===== config.mk =====
export PLATFORM = sky130hd
export DESIGN_NAME = bcd_scan_display
export DESIGN_NICKNAME = d
export VERILOG_FILES = /design/src/rtl/bcd_scan_display.sv
export SDC_FILE = /design/constraint.sdc
export NUM_CORES = 1
export LEC_CHECK = 0
export CELL_PAD_IN_SITES_DETAIL_PLACEMENT = 0
export CELL_PAD_IN_SITES_GLOBAL_PLACEMENT = 1
export CORE_MARGIN = 2
export CORE_UTILIZATION = 40
export DETAILED_ROUTE_END_ITERATION = 12
export PLACE_DENSITY = 0.84
export SLEW_MARGIN = 20
export SYNTH_ARGS = -nofsm -noshare
export SYNTH_HDL_FRONTEND = slang
export SYNTH_SLANG_ARGS = --single-unit
export TNS_END_PERCENT = 100

===== constraint.sdc =====
create_clock -name clk -period 3.2 [get_ports clk]
set_input_delay 0.32 -clock clk [delete_from_list [all_inputs] [get_ports clk]]
set_output_delay 0.32 -clock clk [all_outputs]
set_load 0.01 [all_outputs]

===== src/rtl/bcd_scan_display.sv =====
// rtl/bcd_scan_display.sv - round-robin double-dabble BCD to seven-segment display engine
module bcd_scan_display #(
    parameter int WIDTH       = 6,
    parameter int DIGITS      = 2,
    parameter int CHANNELS    = 2,
    parameter bit BLANK_ZEROS = 1'b0
) (
    input  logic                           clk,
    input  logic                           rst_n,
    input  logic                           freeze,
    input  logic [CHANNELS*WIDTH-1:0]      in,
    output logic [7*DIGITS*CHANNELS-1:0]   hex,
    output logic [CHANNELS-1:0]            ovf,
    output logic                           frame
);

    function automatic int dec_digits(input int w);
        longint unsigned v;
        int n;
        v = (w >= 64) ? '1 : ((64'd1 << w) - 64'd1);
        n = 1;
        for (int i = 0; i < 20; i++) begin
            if (v >= 64'd10) begin
                v = v / 64'd10;
                n = n + 1;
            end
        end
        return n;
    endfunction

    function automatic longint unsigned pow10(input int d);
        longint unsigned p;
        p = 64'd1;
        for (int i = 0; i < 19; i++) begin
            if (i < d) p = p * 64'd10;
        end
        if (d > 19) p = '1;
        return p;
    endfunction

    function automatic logic [6:0] seg_code(input logic [3:0] d);
        case (d)
            4'd0:    seg_code = 7'b1000000;
            4'd1:    seg_code = 7'b1111001;
            4'd2:    seg_code = 7'b0100100;
            4'd3:    seg_code = 7'b0110000;
            4'd4:    seg_code = 7'b0011001;
            4'd5:    seg_code = 7'b0010010;
            4'd6:    seg_code = 7'b0000010;
            4'd7:    seg_code = 7'b1111000;
            4'd8:    seg_code = 7'b0000000;
            4'd9:    seg_code = 7'b0010000;
            default: seg_code = 7'b1111111;
        endcase
    endfunction

    // Accumulator is sized for the full input range even if fewer digits are shown.
    localparam int NAT_DIGITS = dec_digits(WIDTH);
    localparam int ACC_DIGITS = (NAT_DIGITS > DIGITS) ? NAT_DIGITS : DIGITS;
    localparam int BCD_W      = 4 * ACC_DIGITS;
    localparam int CH_W       = (CHANNELS > 1) ? $clog2(CHANNELS) : 1;
    localparam int CNT_W      = $clog2(WIDTH + 1);
    localparam longint unsigned LIMIT = pow10(DIGITS);
    localparam logic [6:0] SEG_BLANK = 7'b1111111;
    localparam logic [6:0] SEG_DASH  = 7'b0111111;

    typedef enum logic [1:0] {LOAD, SHIFT, COMMIT} state_t;

    state_t              state;
    state_t              state_next;
    logic [CH_W-1:0]     ch;
    logic [CNT_W-1:0]    cnt;
    logic [BCD_W-1:0]    bcd;
    logic [BCD_W-1:0]    bcd_adj;
    logic [WIDTH-1:0]    bin;
    logic [WIDTH-1:0]    in_sel;
    logic                ovf_pending;
    logic [7*DIGITS-1:0] commit_word;

    always_comb begin
        state_next = state;
        case (state)
            LOAD:    if (!freeze) state_next = SHIFT;
            SHIFT:   if (cnt == CNT_W'(WIDTH - 1)) state_next = COMMIT;
            COMMIT:  state_next = LOAD;
            default: state_next = LOAD;
        endcase
    end

    always_comb begin
        in_sel = '0;
        for (int c = 0; c < CHANNELS; c++) begin
            if (ch == CH_W'(c)) in_sel = in[WIDTH*c +: WIDTH];
        end
    end

    always_comb begin
        bcd_adj = '0;
        for (int i = 0; i < ACC_DIGITS; i++) begin
            bcd_adj[4*i +: 4] = bcd[4*i +: 4] + ((bcd[4*i +: 4] >= 4'd5) ? 4'd3 : 4'd0);
        end
    end

    // Walk from the most significant shown digit down so "lead" means all digits above are zero.
    always_comb begin
        logic       lead;
        logic [3:0] digit;
        commit_word = '1;
        lead        = 1'b1;
        digit       = '0;
        for (int d = DIGITS - 1; d >= 0; d--) begin
            digit = bcd[4*d +: 4];
            if (digit != 4'd0) lead = 1'b0;
            if (ovf_pending)
                commit_word[7*d +: 7] = SEG_DASH;
            else if (BLANK_ZEROS && lead && (d > 0))
                commit_word[7*d +: 7] = SEG_BLANK;
            else
                commit_word[7*d +: 7] = seg_code(digit);
        end
    end

    always_ff @(posedge clk) begin
        if (!rst_n) begin
            state       <= LOAD;
            ch          <= '0;
            cnt         <= '0;
            bcd         <= '0;
            bin         <= '0;
            ovf_pending <= 1'b0;
            hex         <= '1;
            ovf         <= '0;
            frame       <= 1'b0;
        end else begin
            state <= state_next;
            frame <= 1'b0;
            case (state)
                LOAD: begin
                    if (!freeze) begin
                        bin         <= in_sel;
                        bcd         <= '0;
                        ovf_pending <= (64'(in_sel) >= LIMIT);
                        cnt         <= '0;
                    end
                end
                SHIFT: begin
                    {bcd, bin} <= {bcd_adj, bin} << 1;
                    cnt        <= cnt + 1'b1;
                end
                COMMIT: begin
                    for (int c = 0; c < CHANNELS; c++) begin
                        if (ch == CH_W'(c)) begin
                            hex[7*DIGITS*c +: 7*DIGITS] <= commit_word;
                            ovf[c]                      <= ovf_pending;
                        end
                    end
                    frame <= (ch == CH_W'(CHANNELS - 1));
                    ch    <= (ch == CH_W'(CHANNELS - 1)) ? '0 : ch + 1'b1;
                end
                default: ;
            endcase
        end
    end

endmodule


# After elaboration in Yosys (flattened, before gate mapping)
# Memory sizes are Yosys's and may differ from the RTL's. A register that Yosys moved wholly into a read port is not among the register bits.
# Cells that the tools add are included.
# word_totals
regBits	49
mem_bits_ro	224
inputBits	15
output_inout_bits	31
wordCells	46
mem_count	2
# memory_table
name	words	width	rd	rd_clocked_by_memory_dff	wr	line_no	rtl
(name not given)	16	7	1	1	0	42	case (d)
(name not given)	16	7	1	1	0	42	
# op_classes
addsub	4
magnitude_cmp	2
n_eq_ne	5
muxes	17
n_bitwise	1
n_reduce_logical	7
# ops
op	n
2-to-1 mux 4 bit	4
one-hot mux 8 bit (2 select lines)	1
2-to-1 mux 6 bit	2
one-hot mux 6 bit (2 select lines)	1
AND reduction 2 bit	5
>= comparator 4 x 3 -> 1 bit, second input constant	2
2-to-1 mux 2 bit	4
2-to-1 mux 8 bit	1
one-hot mux 3 bit (2 select lines)	1
adder 4 x 2 -> 4 bit	1
inequality test 2 bit, second input constant	2
one-hot mux 2 bit (2 select lines)	1
adder 3 x 1 -> 3 bit, second input constant	1
adder 3 x 2 -> 3 bit	1
equality test 3 bit, second input constant	1
2-to-1 mux 3 bit	1
equality test 2 x 1 -> 1 bit, second input constant	1
equality test 2 bit, second input constant	1
zero test 2 bit	1
nonzero test 2 bit	1
adder 1 bit, second input constant	1
2-to-1 mux 1 bit	1
inverter 1 bit	1

# Longest topological paths before layout
# logic_depth
word_depth	6
mapped_depth	11
ltp_nobuf	11

# Worst setup path before layout
# No wires, ideal clock.
# synth_path
path_type	flip-flop to flip-flop
from	register bcd[1]
to	register commit_word[10] (netlist name)
setup_time_ns	0.091
t_arrival_ns	2.172
required_ns	3.109
path_slack_ns	0.937
path_stages_with_launch	11
path_buffers	0
period_less_slack_ns	2.263
path_cell_list	dfxtp_1 o21ai_0 nand2b_1 ha_1 a21oi_1 or4_4 o211ai_2 inv_1 ha_1 nor2_1 a311oi_1
# synth_lines
item	line_no	rtl
start: declaration	73	logic [BCD_W-1:0] bcd;
start signal: assignment	147	{bcd, bin} <= {bcd_adj, bin} << 1;

==> impl_metrics.ini <==
[logic_synthesis]
syn_area_mm2 = 0.002808
synth_top_area_share_pct = 44.92
synth.avg_cell_area_um2 = 9.057
yosysWarnings = 0
synth.area.top_cells = dfxtp_1 (45%), nand2_1 (7.1%), ha_1 (6.7%), o22a_1 (4.4%), a21oi_1 (3.4%)
synthArstFlopShare_pct = 0
synth_edf_count = 0
synth-seq-cells = 63
synthCells = 310
ys_seq_area_share_pct = 44.92
netlist_top_cells_count = dfxtp_1 (63), nand2_1 (53), a21oi_1 (19)
yosysTopAreaCell = dfxtp_1
synth_flop_cell = dfxtp_1
synth.distinct_cells = 49
synth.most_common_cell = dfxtp_1

[clocking]
cts-resized-gates = 0
holdBufCountCts = 0
clock-sinks = 63
cts_root_buffer = clkbuf_8
cts_tree = done
cts_buffer_depth = 2
cts_made_buffers = 9
h-tree-depth = 3
clk_pin_slew_ns = 0.07
post-cts-setup-buffer-count = 0
clk_latency_ns = 0.34

[worst_setup_path]
path_class = flip-flop to flip-flop
required_ns = 3.45
crit_buf_inv = 1
cpMostUsedCell = ha_1
r2r_setup_slack_ns = 0.74
cpLargestDelayFamily = simple AND/OR/NAND/NOR gates
arrival_ns = 2.72
crit_path_top_delay_cell = or4_4
worst-r2r-cell-count = 10
cp-end-kind = flip-flop
path_max_fanout = 5
path_cells = o21ai_0 > nand2b_1 > ha_1 > a21oi_1 > or4_4 > o211ai_2 > inv_1 > ha_1 > nor2_1 > a311oi_1
r2r_end = commit_word[10]
start_kind = flip-flop
r2r-start = bcd[1]
slowest_delay_ns = 0.49

[place]
dp_hpwl_um = 4033
place_congestion = 0.8149
io_buffer_count = 43
dp_slack_ns = 0.6372
placed_cell_area_mm2 = 0.003287

[grt]
grt_pass1_vias = 2076
antenna_found_initial = 0
grt_use_total_pct = 15.85
grt_start_max_net_pins = 28
overflow = 0
grt_pass1_wl_um = 9425

[sta]
slew_viol_final = 0
fin_tns_setup_ns = 0
tightest_slew_ns = 0.8610
grt_setup_unrepaired = false
setup_slack_ns = 0.7354
whs_ns = 0.4601
period_minus_slack_ns = 2.465
finalSetupViolCount = 0
fmax_mhz = 405.7
max_slew_margin_pct = 42.39
fin_skew_ns = 0.007294
final-hold-violation-count = 0
fin_crit_sh_pct = 77.02

[cells_and_area]
final_area_mm2 = 0.003500
syn_to_final_growth_pct = 24.64
n_antenna_cell = 0
drive_gt1_share_pct = 10.42
nNetsFinal = 382

[job]
maxCapViolations = 0

[drt]
drt_pass1_iterations = 4
routed_wl_um = 5545
vias = 2225
wl_per_cell_um = 12.29
drt-initial-drc-count = 78
vias_per_cell = 4.933
ant_nets = 0
drc = 0

[outcome]
status = completed

[hold_path]
min_to = bin[5]
hold_start = bin[5]
whs_path_depth = 2
hp-class = flip-flop to flip-flop

[power_and_ir_drop]
peakVddDrop_mv = 0.1844
pwr_density_cell_mw_per_mm2 = 464.0
total_leakage_power_nw = 1.450
p_total_mw = 1.624

[floorplanning]
rows = 30
core_mm2 = 0.006794
num_io_pins = 46
die_area_mm2 = 0.007705
start_util_pct = 41.33
die_h_um = 87.78
dieWidth_um = 87.78
## logic make-up (layout without fill, tap and decap cells)
logic type | after synthesis | in the layout | share of synthesized area, %
AO/OA/AOI/OAI | 70 | 70 | 17.51
XOR/XNOR | 2 | 2 | 0.6240
adder cells (fa/ha/maj) | 17 | 17 | 8.111
buffers and inverters | 31 | 75 | 5.124
flip-flops | 63 | 63 | 44.92
multiplexers | 7 | 7 | 2.540
other | 1 | 2 | 0.1336
AND/OR/NAND/NOR | 119 | 119 | 21.03
## worst register-to-register path: stages, from the launching register on
cell and delay, ns:
dfxtp_1 0.36, o21ai_0 0.16, nand2b_1 0.13, ha_1 0.29
a21oi_1 0.07, or4_4 0.49, o211ai_2 0.13, inv_1 0.13
ha_1 0.32, nor2_1 0.05, a311oi_1 0.26
## flip-flops by register name, indices dropped and copies added (netlist names)
signal	cells
cnt	3
commit_word	14
ch	1
bcd	8
bin	6
hex	28
state	2
frame	1
## worst max-delay path by stage
stage / slack [ns] / to / from / cells after the start
2_1_floorplan: 0.94 / commit_word[10] / bcd[1] / 10
3_3_place_gp: 0.65 / commit_word[7] / rst_n / 8
3_5_place_dp: 0.64 / commit_word[10] / rst_n / 8
4_1_cts: 0.73 / commit_word[10] / bcd[1] / 10
5_1_grt: 0.54 / commit_word[10] / bcd[1] / 10
6_report: 0.74 / commit_word[10] / bcd[1] / 10
## power by group
group	total [mW]	internal, mW	leakage [nW]	switching [mW]
clock network	0.740	0.435	0.102	0.305
registers	0.803	0.795	0.511	0.00826
logic	0.0802	0.0348	0.837	0.0453
## area by class of cell
class | instances | area, um2
repair buffers | 45 | 445.4
fillers | 662 | 3294
multi-input cells | 217 | 1406
clock buffers | 10 | 127.6
well taps | 96 | 120.1
inverters | 14 | 53.80
flip-flops and latches | 63 | 1261
clock inverters | 6 | 85.08
## per-stage QoR
stage	utilization (%)	std cells
after global placement	48.38	435
after CTS	51.51	451
after floorplan	-	311
after detailed placement	48.38	435
after global routing	51.51	451
final	51.51	451
## placed cells by master (no fill, tap or decap), types with 3 or more instances in the layout
| master | n |
|---|---|
| nand3_1 | 18 |
| and3_1 | 3 |
| nor3_1 | 5 |
| nand2_1 | 53 |
| mux2i_1 | 6 |
| nor2_1 | 12 |
| ha_1 | 15 |
| a21oi_1 | 19 |
| o211ai_1 | 9 |
| a21oi_2 | 4 |
| clkdlybuf4s50_1 | 43 |
| o21ai_0 | 6 |
| clkinv_2 | 3 |
| o21ai_1 | 5 |
| dfxtp_1 | 63 |
| inv_1 | 13 |
| nand2b_1 | 9 |
| o22a_1 | 14 |
| clkbuf_8 | 9 |
## per-layer routing
metal	vias up	share of wire, %	global-route usage (%)
li1	1155	-	-
met1	1005	49	19.64
met2	55	44	25.55
met3	10	5.0	4.901
met4	0	1.6	6.713
met5	-	0	0
Note: power is estimated with default switching activity, not from simulation.
